--- config.mk ---
export PLATFORM = sky130hd
export DESIGN_NAME = mem_copy_engine
export DESIGN_NICKNAME = d
export VERILOG_FILES = /design/src/rtl/mem_copy_engine.sv
export SDC_FILE = /design/constraint.sdc
export NUM_CORES = 1
export LEC_CHECK = 0
export CAP_MARGIN = 20
export CORE_ASPECT_RATIO = 0.75
export CORE_UTILIZATION = 51
export DETAILED_ROUTE_END_ITERATION = 16
export PLACE_DENSITY = 0.81
export SYNTH_ARGS = -nofsm -noshare
export SYNTH_HDL_FRONTEND = slang
export SYNTH_SLANG_ARGS = --single-unit
export TNS_END_PERCENT = 10
--- constraint.sdc ---
create_clock -name clk -period 5.5 [get_ports clk]
set_input_delay 0.825 -clock clk [delete_from_list [all_inputs] [get_ports clk]]
set_output_delay 0.825 -clock clk [all_outputs]
set_load 0.01 [all_outputs]
--- src/rtl/mem_copy_engine.sv ---
`default_nettype none
// +--------------------------------------------------------------------------+
// | mem_copy_engine: word-by-word memory block copier, 2 cycles per word.    |
// | Revision: 1.0                                                            |
// +--------------------------------------------------------------------------+
module mem_copy_engine #(
   parameter int CNT_W = 16
) (
   input  logic             clk,
   input  logic             rst,
   input  logic             start,
   input  logic [31:0]      src_adr,
   input  logic [31:0]      dst_adr,
   input  logic [CNT_W-1:0] word_count,
   output logic [31:0]      adr,
   output logic             MemRead,
   output logic             MemWrite,
   output logic [31:0]      WriteData,
   input  logic [31:0]      ReadData,
   output logic             busy,
   output logic             done,
   output logic [CNT_W-1:0] words_left
);

   typedef enum logic [1:0] {
      S_IDLE  = 2'd0,
      S_READ  = 2'd1,
      S_WRITE = 2'd2,
      S_DONE  = 2'd3
   } state_t;

   state_t           r_state;
   logic [31:0]      r_src_ptr;
   logic [31:0]      r_dst_ptr;
   logic [CNT_W-1:0] r_cnt;
   logic [31:0]      r_data;
   logic [31:0]      r_adr;
   logic             r_mem_read;
   logic             r_mem_write;
   logic [31:0]      r_wdata;
   logic             r_busy;
   logic             r_done;

   logic [31:0]      w_src_al;
   logic [31:0]      w_dst_al;
   logic [31:0]      w_src_next;
   logic [31:0]      w_dst_next;
   logic             w_unused_bits;

   assign w_src_al      = {src_adr[31:2], 2'b00};
   assign w_dst_al      = {dst_adr[31:2], 2'b00};
   assign w_src_next    = r_src_ptr + 32'd4;
   assign w_dst_next    = r_dst_ptr + 32'd4;
   assign w_unused_bits = ^{src_adr[1:0], dst_adr[1:0]};

   // Outputs are registered alongside the state so they reflect the state being entered.
   always_ff @(posedge clk or posedge rst) begin
      if (rst) begin
         r_state     <= S_IDLE;
         r_src_ptr   <= '0;
         r_dst_ptr   <= '0;
         r_cnt       <= '0;
         r_data      <= '0;
         r_adr       <= '0;
         r_mem_read  <= 1'b0;
         r_mem_write <= 1'b0;
         r_wdata     <= '0;
         r_busy      <= 1'b0;
         r_done      <= 1'b0;
      end else begin
         case (r_state)
            S_IDLE: begin
               if (start) begin
                  r_src_ptr <= w_src_al;
                  r_dst_ptr <= w_dst_al;
                  r_cnt     <= word_count;
                  if (word_count == '0) begin
                     r_state <= S_DONE;
                     r_done  <= 1'b1;
                  end else begin
                     r_state    <= S_READ;
                     r_mem_read <= 1'b1;
                     r_adr      <= w_src_al;
                     r_busy     <= 1'b1;
                  end
               end
            end
            S_READ: begin
               r_data      <= ReadData;
               r_state     <= S_WRITE;
               r_mem_read  <= 1'b0;
               r_mem_write <= 1'b1;
               r_adr       <= r_dst_ptr;
               r_wdata     <= ReadData;
            end
            S_WRITE: begin
               r_src_ptr   <= w_src_next;
               r_dst_ptr   <= w_dst_next;
               r_cnt       <= r_cnt - CNT_W'(1);
               r_mem_write <= 1'b0;
               r_wdata     <= '0;
               if (r_cnt == CNT_W'(1)) begin
                  r_state <= S_DONE;
                  r_adr   <= '0;
                  r_busy  <= 1'b0;
                  r_done  <= 1'b1;
               end else begin
                  r_state    <= S_READ;
                  r_mem_read <= 1'b1;
                  r_adr      <= w_src_next;
               end
            end
            S_DONE: begin
               r_state <= S_IDLE;
               r_done  <= 1'b0;
            end
            default: begin
               r_state     <= S_IDLE;
               r_adr       <= '0;
               r_mem_read  <= 1'b0;
               r_mem_write <= 1'b0;
               r_wdata     <= '0;
               r_busy      <= 1'b0;
               r_done      <= 1'b0;
            end
         endcase
      end
   end

   assign adr        = r_adr;
   assign MemRead    = r_mem_read;
   assign MemWrite   = r_mem_write;
   assign WriteData  = r_wdata;
   assign busy       = r_busy;
   assign done       = r_done;
   assign words_left = r_cnt;

endmodule
`default_nettype wire

# Word level (Yosys, flattened, before mapping)
# Cells that the tools add are included.
# totals
wordCells	59
output_inout_bits	84
ff_bits	150
in_bits	115
# op_classes
n_reduce_logical	11
muxes	26
add_sub_neg	3
n_eq_ne	9
# op_table
operator	n
32-bit one-hot mux with 2 select lines	3
32-bit 2-to-1 mux	5
32-bit one-hot mux with 3 select lines	1
32-bit by 3-bit adder with 32-bit output (second input constant)	2
16-bit one-hot mux with 2 select lines	1
16-bit by 1-bit equality test with 1-bit output (second input constant)	1
16-bit zero test	1
16-bit 2-to-1 mux	1
16-bit by 1-bit subtractor with 16-bit output (second input constant)	1
4-bit AND reduction	3
2-bit inequality test (second input constant)	5
2-bit one-hot mux with 4 select lines	1
1-bit 2-to-1 mux	7
2-bit 2-to-1 mux	3
1-bit one-hot mux with 3 select lines	2
3-bit nonzero test	2
2-bit equality test (second input constant)	2
1-bit one-hot mux with 2 select lines	2
2-bit nonzero test	2
3-bit AND reduction	1
2-bit by 1-bit equality test with 1-bit output (second input constant)	1
2-bit zero test	1
2-bit AND reduction	1

# Depth between registers and ports, before layout
# logic_depth
ltp_word	4
depth_mapped	10
ltp_nobuf	7

# Worst setup path before layout
# No wires, ideal clock.
# synth_path
path_type	input to register
from	input port word_count[13]
to	register r_adr[14] (netlist: adr[14])
arrival_time_ps	2214
n_path_buf	1
cell_stages	6
setup_ps	121
setup_slack_ps	3165
t_required_ps	5379
cell_sequence	nor4_1 > nand3b_1 > o21ai_1 > clkbuf_1 > o21ai_0 > a22o_1
# synth_between
elab_chain_len	3
# synth_rtl
item	line	source
from (decl)	14	input logic [CNT_W-1:0] word_count,
16-bit zero test	77	if (word_count == '0) begin
2-bit inequality test (no source line)	--	
3-bit AND reduction (no source line)	--	
to (signal assigned)	83	r_adr <= w_src_al;
to (signal assigned)	93	r_adr <= r_dst_ptr;
to (signal assigned)	110	r_adr <= w_src_next;
to (decl)	37	logic [31:0] r_adr;
# Every way passes these cells.
# A chain may end at the register's enable or synchronous reset.

# Worst setup path in the final report
# layout_path
from	register r_state[0]
to	register r_adr[10] (netlist: adr[10])
# layout_between
elab_chain_len	3
word_cells_on_any_way	8
classes_between	eq/ne: 4; mux: 1; reduce/logical: 3
# layout_rtl
item	line	source
from (decl)	32	state_t r_state;
from (signal assigned)	59	r_state <= S_IDLE;
from (signal assigned)	78	r_state <= S_DONE;
from (signal assigned)	81	r_state <= S_READ;
2-bit equality test (tied with other cells)	71	case (r_state)
3-bit nonzero test (no source line) or 2-bit inequality test (tied branches)	--	
3-bit AND reduction (no source line)	--	
# Several ways; a longest one is shown, not always the timed one.

==> results <==
- Before antenna repair, the detailed router went through 5 iterations.
- The number of remaining DRC errors is 0.
- Dividing the detail-routed wire length by the instance count gives 19.5 µm.
- The net switching power of the design is 3.42 mW.
- The kind of capture point of the worst setup path is a flop.
- The via count of the routed design is around 8600.
- The layout has 1322 filler cells.
- The most frequently used cell type in the post-synthesis netlist is sky130_fd_sc_hd__dfrtp_1.
- The worst endpoint data arrival time is around 4.2 ns.
- For the pin with the worst max-slew slack, the measured transition is approximately 1.1 ns.
- The final-report hold violation count came to 0.
- The wire-length estimate of the detail-placed layout is 17800 µm.
- The TritonCTS buffer count is 17.
- The weighted congestion reported at the end of routability-driven placement is 0.924.
- The global-route usage over all layers is 31.4%.
- The number of unique standard cell types used by synthesis is 63.
- Summing every instance area after synthesis gives 8490 µm².
- The placement-stage worst setup slack is 1.52 ns.
- The top cell type's share of synthesized area is 42.8%.
- The largest fanout of any net on the critical path is 41.
- The worst setup path is launched from a flop.
- Setup repair after global routing left no endpoint under its margin.
- The number of antenna violations at the first check in global routing is 0.
- The path class of the lowest-slack min-delay path is reg2reg.
- The part of the cycle the worst path needs is 69.4%.
- Power spread over the standard cell area amounts to around 670 nW/µm².
- The first global-routing pass estimated between 40000 and 50000 µm of wire.
- Max-cap violations in this run came to 0.
- The area growth from synthesis to layout is 31.3%.
- The cell taking the most area after synthesis is sky130_fd_sc_hd__dfrtp_1.
- Summed over all failing endpoints, the final setup total negative slack is 0 ns.
- The die outline area is 17200 µm².
- Combinational logic is responsible for 53.9% of the overall power.
- The proportion of layout cells with a drive suffix above 1 is under 10%.
- The overall routed net length is around 26000 µm.
- The total of cells resized after clock tree synthesis is 0.
- The share of synthesized flip-flops with an asynchronous set or reset is 100%.
- The clock insertion delay at the later pin of the skew report is roughly 0.43 ns.
- Static timing analysis puts the maximum clock frequency at 262 MHz.
- The number of flops mapped to enable cells by yosys is 0.
- The worst hold path stage count is 2.
- In the synthesized netlist the dominant register cell turns out to be sky130_fd_sc_hd__dfrtp_1.
- The path depth of the worst reg2reg path is 9.
- In this run switching power makes up 46.1% of total power.
- The average instance in the mapped netlist occupies 8.62 µm².
- The Yosys step of the flow raised 0 warnings.
- Input and output buffers added on the ports amount to between 150 and 200.
- The number of global-route vias before repair is 7966.
- The clock group share of total power is between 15 and 20%.
- The count of nets left with antenna violations after detail routing is 0.
- The first routing iteration left 1039 violations.
- The post-synth net total is 1107.
- By count the netlist is led by sky130_fd_sc_hd__dfrtp_1 (145), sky130_fd_sc_hd__a21oi_1 (106), sky130_fd_sc_hd__nand2_1 (89).
- The post-CTS setup repair buffer count is 0.
- The run finished with clean final reports.
- After clock tree synthesis, the clock-pin slew on the worst setup and hold paths is roughly 0.07 ns.
- The final number of max-transition violations is 0.
- The width of the chip is 151 µm.
- The total internal power is 4.00 mW.
- After synthesis the netlist holds a flip-flop and latch count of 145.
- The cell area after placement is 10500 µm².
- TritonCTS built the clock tree.
- The H-tree level count is 4.
- The total of hold buffers inserted after clock tree synthesis is 0.
- In this run the standard cell core region covers 16100 µm².
- The total setup violations reported at the end of the flow is 0.
- The final setup slack of the worst path is ~1.7 ns.
- Clock skew on the completed layout was measured at 0.00685 ns.
- After detailed routing, the number of vias per cell comes to 6.39.
- CTS placed an instance of sky130_fd_sc_hd__clkbuf_16 at the clock tree root.
- Once the floorplan was initialized, standard cells occupied 52.7% of the core.
- The number of top-level pins is 199.
- The sequential element share of the synthesized area is 42.8%.
- The maximum number of buffers from clock root to sink is 2.
- The required time of the worst setup path is 5.84 ns.
- The worst setup path is of the reg2reg kind.
- After global routing the overflow that remains totals 0.
- The sequential fraction of design power is 30.1%.
- The height of the die is about 110 µm.
- The minimum clock period is 3.82 ns.
- Row generation in the floorplan step produced 40 rows.
- Clock tree synthesis found a total of 145 sinks.
- The static leakage is 4.33 nW.
- The pin count of the biggest net entering global routing is 119.
- The worst-case IR drop observed on VDD is around 0.00038 V.
- After the last flow step, the layout net total stands at between 1000 and 1500.
- By area the synthesized netlist is led by sky130_fd_sc_hd__dfrtp_1 (43%), sky130_fd_sc_hd__a21oi_1 (6.3%), sky130_fd_sc_hd__nand2_1 (3.9%).
- In this run the tightest slew margin relative to its limit is between 20% and 30%.
- The area of all placed cells without fillers is about 11000 µm².
- The repair_antennas step left the layout with diodes totalling 0.
- The instance count of the mapped netlist is 984.
## power groups by stage
stage	logic (mW)	clock network [mW]	registers, mW
3_3_place_gp	3.81	0	2.21
6_report	4.00	1.19	2.23
4_1_cts	3.95	1.19	2.21
2_1_floorplan	2.56	0	2.14
3_5_place_dp	3.93	0	2.22
5_1_grt	4.37	1.24	2.31
## cell type report
class,count,area [µm²],share of cell area [%]
Timing Repair Buffer,210,2090,18.7
Inverter,24,95.1,0.854
Tap cell,210,263,2.36
Multi-Input combinational cell,730,4480,40.2
Clock buffer,17,425,3.82
Sequential cell,145,3630,32.6
Clock inverter,15,161,1.45
## registers in the layout (all words and copies together) (netlist names)
register / cells
WriteData: 32
adr: 31
r_dst_ptr: 30
r_src_ptr: 30
words_left: 16
r_state: 2
MemRead: 1
MemWrite: 1
busy: 1
done: 1
## placed cells by master (no fill, tap or decap), drive strengths merged, types with 35 or more instances in the layout
cell	netlist	routed
a21oi	106	106
a22o	37	37
clkdlybuf4s50	0	194
dfrtp	145	145
inv	24	35
nand2	89	89
nand3	37	37
nor2	71	71
o21ai	66	66
o22ai	40	40
## metal layers
metal / global-route usage [%] / routed length, µm
met1: 45.8 / 11400
met2: 45.0 / 11700
met3: 7.84 / 2690
met4: 11.5 / 637
met5: 0 / 0
## path summary, 6_finish.rpt
kind / slack (ns) / end / startpoint
hold / removal: 0.48 / adr[8] / adr[8]
setup / recovery: 1.68 / adr[10] / r_state[0]
setup reg to reg: 1.68 / adr[10] / r_state[0]
min in group asynchronous: 0.73 / WriteData[16] / rst
hold reg to reg: 0.48 / adr[8] / adr[8]
max in group asynchronous: 4.01 / adr[29] / rst
## cells by family (layout without fill, tap and decap cells)
kind of cell,after synthesis,after routing,share of synthesized area [%]
AOI/OAI and AO/OA,357,357,27.2
xor gates and xnor gates,14,14,1.45
adders and majority gates,8,8,1.18
buffers and inverters,109,266,5.04
DFF,145,145,42.8
muxes,21,21,2.48
and+or+nand+nor,330,330,19.9
## worst max-delay path, stage by stage, from the launching register on
cell	delay [ns]
sky130_fd_sc_hd__dfrtp_1	0.40
sky130_fd_sc_hd__inv_1	0.11
sky130_fd_sc_hd__ha_1	1.06
sky130_fd_sc_hd__inv_1	0.38
sky130_fd_sc_hd__buf_4	0.38
sky130_fd_sc_hd__nor2_1	0.27
sky130_fd_sc_hd__a2bb2oi_2	0.55
sky130_fd_sc_hd__buf_6	0.26
sky130_fd_sc_hd__o21ai_0	0.10
sky130_fd_sc_hd__o21ai_0	0.21
## stage by stage
step	util [%]	hold WS (ns)	total power, mW	std cells
2_1_floorplan	-	0.497	4.69	984
3_3_place_gp	65.2	0.463	6.02	1317
3_5_place_dp	65.2	0.470	6.15	1317
4_1_cts	68.9	0.486	7.35	1349
5_1_grt	69.1	0.509	7.92	1351
6_report	69.1	0.478	7.42	1351
Power figures use the tool's default switching activity.
==> edit 1: new RTL, same flow settings <==
Add an input register stage for `start`, `src_adr`, `dst_adr`, `word_count` and `ReadData`, with the module's reset; this delays them by one clock.
--- a/src/rtl/mem_copy_engine.sv
+++ b/src/rtl/mem_copy_engine.sv
@@ -29,6 +29,28 @@
       S_DONE  = 2'd3
    } state_t;
 
+   logic start_q;
+   logic [31:0] src_adr_q;
+   logic [31:0] dst_adr_q;
+   logic [CNT_W-1:0] word_count_q;
+   logic [31:0] ReadData_q;
+
+   always_ff @(posedge clk or posedge rst) begin
+      if (rst) begin
+         start_q      <= '0;
+         src_adr_q    <= '0;
+         dst_adr_q    <= '0;
+         word_count_q <= '0;
+         ReadData_q   <= '0;
+      end else begin
+         start_q      <= start;
+         src_adr_q    <= src_adr;
+         dst_adr_q    <= dst_adr;
+         word_count_q <= word_count;
+         ReadData_q   <= ReadData;
+      end
+   end
+
    state_t           r_state;
    logic [31:0]      r_src_ptr;
    logic [31:0]      r_dst_ptr;
@@ -47,11 +69,11 @@
    logic [31:0]      w_dst_next;
    logic             w_unused_bits;
 
-   assign w_src_al      = {src_adr[31:2], 2'b00};
-   assign w_dst_al      = {dst_adr[31:2], 2'b00};
+   assign w_src_al      = {src_adr_q[31:2], 2'b00};
+   assign w_dst_al      = {dst_adr_q[31:2], 2'b00};
    assign w_src_next    = r_src_ptr + 32'd4;
    assign w_dst_next    = r_dst_ptr + 32'd4;
-   assign w_unused_bits = ^{src_adr[1:0], dst_adr[1:0]};
+   assign w_unused_bits = ^{src_adr_q[1:0], dst_adr_q[1:0]};
 
    // Outputs are registered alongside the state so they reflect the state being entered.
    always_ff @(posedge clk or posedge rst) begin
@@ -70,11 +92,11 @@
       end else begin
          case (r_state)
             S_IDLE: begin
-               if (start) begin
+               if (start_q) begin
                   r_src_ptr <= w_src_al;
                   r_dst_ptr <= w_dst_al;
-                  r_cnt     <= word_count;
-                  if (word_count == '0) begin
+                  r_cnt     <= word_count_q;
+                  if (word_count_q == '0) begin
                      r_state <= S_DONE;
                      r_done  <= 1'b1;
                   end else begin
@@ -86,12 +108,12 @@
                end
             end
             S_READ: begin
-               r_data      <= ReadData;
+               r_data      <= ReadData_q;
                r_state     <= S_WRITE;
                r_mem_read  <= 1'b0;
                r_mem_write <= 1'b1;
                r_adr       <= r_dst_ptr;
-               r_wdata     <= ReadData;
+               r_wdata     <= ReadData_q;
             end
             S_WRITE: begin
                r_src_ptr   <= w_src_next;
Behaviour: not the same (Yosys sat finds a counterexample within 4 cycles, from zero or initial values and one cycle with rst high).
==> edit 1 against the original RTL <==
- combinational power down 4%
- clock power up 45%
- power up 19%
- sequential cell count up 109
- core utilization down 3.0 points
- non-clock buffer count down 2
- count of clock-buffer cells in the layout up 17
- final area up 25%
- maximum frequency up 9.6%
- synthesized area up 30%
- worst setup slack better by 330 ps
- wire length up 11%
- first-iteration DRC count up 9.7%
- highest routed layer unchanged
==> edit 1: results (changes against the original RTL) <==
[drt]
wirelength_mm = 29.4  ; was 26.4 mm
via_per_inst = 6.09  ; was 6.39
drtIter0Drc = 1140  ; was 1039

[sta]
fin_skew_ps = 21.8  ; was 6.85 ps
timing.hold.ws_ps = 457  ; was 478 ps
period_share = 0.633  ; was 0.694

[worst_setup_path]
crit_slowest_cell = nand2_1  ; was ha_1
slowest_delay_ps = 600  ; was 1060 ps
arrival_ps = 3880  ; was 4160 ps
crit_family = compound AO/OA/AOI/OAI gates  ; was buffers and inverters
reg2reg_slack_ps = 2020  ; was 1680 ps

[final_layout]
nFillCells = 1665  ; was 1322
fin_cells = 1506  ; was 1351

[synth]
ys_types = 78  ; was 63
synthMuxAreaShare = 0.0101  ; was 0.0248
ys_seq_area_frac = 0.578  ; was 0.428
synthTopCellsByArea = dfrtp_1, a21oi_1, o21ai_0  ; was dfrtp_1, a21oi_1, nand2_1
synth-xor-area-share = 0.0215  ; was 0.0145
ys_top_cells_by_count = dfrtp_1, a21oi_1, nor2_1  ; was dfrtp_1, a21oi_1, nand2_1
synth-compound-area-share = 0.181  ; was 0.272
synthCells = 1035  ; was 984

[power_and_ir_drop]
ir_drop_mv = 0.331  ; was 0.380 mV
leakage_nw = 5.74  ; was 4.33 nW
intPower_mw = 5.17  ; was 4.00 mW

[global_routing]
grt_use_total = 0.264  ; was 0.314
grt_pass1_vias = 8526  ; was 7966
grt_start_max_net_pins = 139  ; was 119
grt_pass1_wl_mm = 45.9  ; was 42.0 mm

[cts]
clock_latency_ps = 530  ; was 430 ps
cts.path.max_buffers = 3  ; was 2
cts_buffers = 25  ; was 17
htreeDepth = 1  ; was 4

[placement]
dp_slack_ps = 2120  ; was 1520 ps
placed_cell_area_sq_um = 13100  ; was 10500 sq um

[outcome]
status = completed  ; unchanged

[edit 1: cell types whose count changed in the layout (fill, tap and decap cells not counted), moves of 9 or more]
cell      change
a211oi_1      -9
a221oi_1     +17
a31oi_1      -14
dfrtp_1     +109
inv_1         -9
mux2i_1      -11
nand2_1      -25
nand3_1      +12
nor3_1       +25
nor4_1       -15
o22a_1       -14
[edit 1: area by class of cell]
type                    instances  area (sq um)  share of cell area
flip-flops and latches        254          6360               0.455
inverters                      16          63.8             0.00457
clock buffers                  34           709              0.0508
well taps                     288           360              0.0258
repair buffers                208          2090               0.150
multi-input cells             694          4270               0.306
clock inverters                12           120             0.00860
[edit 1: power groups by stage]
| stage | combinational [mW] | sequential, mW | clock, mW |
|---|---|---|---|
| final | 3.85 | 3.24 | 1.73 |
| after global routing | 4.20 | 3.31 | 1.83 |
| after global placement | 3.67 | 3.20 | 0 |
| after detailed placement | 3.81 | 3.22 | 0 |
| after CTS | 3.82 | 3.20 | 1.75 |
| after floorplan | 2.48 | 3.08 | 0 |
[edit 1: routing by layer]
layer,track usage,routed length (um),vias up
met2,0.386,12700,443
met1,0.405,13100,4504
met3,0.0522,2860,67
met4,0.0588,672,0
met5,0,0,-
li1,-,-,4153
[edit 1: path summary, 6_finish.rpt]
kind	from	to	cells past startpoint
min	ReadData_q[26]$_DFF_PP0_	WriteData[26]$_DFFE_PP0N_	1
min reg2reg	ReadData_q[26]$_DFF_PP0_	WriteData[26]$_DFFE_PP0N_	1
max in group asynchronous	rst	r_dst_ptr[29]$_DFFE_PP0P_	4
min in group asynchronous	rst	ReadData_q[11]$_DFF_PP0_	3
max reg2reg	r_state[0]$_DFFE_PP0N_	adr[11]$_DFFE_PP0P_	10
max	r_state[0]$_DFFE_PP0N_	adr[11]$_DFFE_PP0P_	10
==> edit 2: new RTL, same flow settings <==
Without the edit above. Set the parameter `CNT_W` to 14 (it was 16).
--- a/src/rtl/mem_copy_engine.sv
+++ b/src/rtl/mem_copy_engine.sv
@@ -4,7 +4,7 @@
 // | Revision: 1.0                                                            |
 // +--------------------------------------------------------------------------+
 module mem_copy_engine #(
-   parameter int CNT_W = 16
+   parameter int CNT_W = 14
 ) (
    input  logic             clk,
    input  logic             rst,
Interface: changed (resized word_count and words_left); port bits go from 199 to 195. No check against the original RTL was run, so the function may have changed too.
==> edit 2 against the original RTL <==
- global-route usage increased by 0.58 points
- highest routed layer unchanged
- final area decreased by 3.1%
- synthesized area decreased by 4.1%
- power increased by 0.92%
- die area decreased by 4.0%
- sequential share of layout area increased by 0.57 points
- wire length decreased by 1.3%
- sequential cell count decreased by 2
- worst setup slack improved by 400 ps
- sequential power decreased by 2%
==> edit 2: results (changes against the original RTL) <==
[worst_setup_path]
arrival_ps = 3680  ; was 4160 ps
slowest_delay_ps = 780  ; was 1060 ps

[placement]
hpwl_mm = 17.4  ; was 17.8 mm
place_inst = 1242  ; was 1317
io_buffers = 190  ; was 194
dp_slack_ps = 1880  ; was 1520 ps

[hold_path]
worstHoldEndpoint = adr[2]$_DFFE_PP0P_  ; was adr[8]$_DFFE_PP0P_
hold_path_startpoint = adr[2]$_DFFE_PP0P_  ; was adr[8]$_DFFE_PP0P_

[drt]
wl_met3_mm = 2.68  ; was 2.69 mm
met1_length_mm = 11.2  ; was 11.4 mm
routed-wl-met2_mm = 11.5  ; was 11.7 mm
wl_per_cell_um = 20.4  ; was 19.5 um

[final_layout]
nFillCells = 1231  ; was 1322
fin_cells = 1275  ; was 1351

[outcome]
status = completed  ; unchanged

[global_routing]
use_met3 = 0.0623  ; was 0.0784
grt_pass1_vias = 7704  ; was 7966
grtUsageMet2 = 0.478  ; was 0.450

[synth]
synthTopCellsByArea = dfrtp_1, a21oi_1, nand2_1  ; unchanged
ys_top_cells_by_count = dfrtp_1, nand2_1, a21oi_1  ; was dfrtp_1, a21oi_1, nand2_1
ys_seq_area_frac = 0.440  ; was 0.428

[power_and_ir_drop]
p_seq_mw = 2.18  ; was 2.23 mW
p_clk_frac = 0.171  ; was 0.160
p_switching_mw = 3.28  ; was 3.42 mW

[sta]
timing.hold.ws_ps = 485  ; was 478 ps
fin_skew_ps = 11.6  ; was 6.85 ps

==> edit 2: cell count changes after synthesis, sizes merged, moves of 11 or more <==
cell and delta:
a21oi -20, nor3 -16, a221oi +14, nor2 -13, nor4 -13, inv -11
==> edit 2: area by class of cell <==
class	instances	area [sq um]	share of cell area
Multi-Input combinational cell	677	4240	0.392
Timing Repair Buffer	205	2020	0.187
Clock buffer	22	464	0.0430
Clock inverter	10	184	0.0170
Tap cell	205	256	0.0238
Inverter	13	53.8	0.00498
Sequential cell	143	3580	0.332
==> edit 2: kinds of logic after synthesis <==
group / after synthesis / synth area share
compound gates: 340 / 0.283
simple gates: 293 / 0.180
flops: 143 / 0.440
buf+inv: 91 / 0.0446
xor+xnor: 23 / 0.0247
mux: 13 / 0.0160
fa+ha+maj: 8 / 0.0123
==> edit 2: tightest hold or removal path: stages (launching register included) <==
cell and delay [ps]:
dfrtp_1 340, nand2_1 50, o21ai_1 60
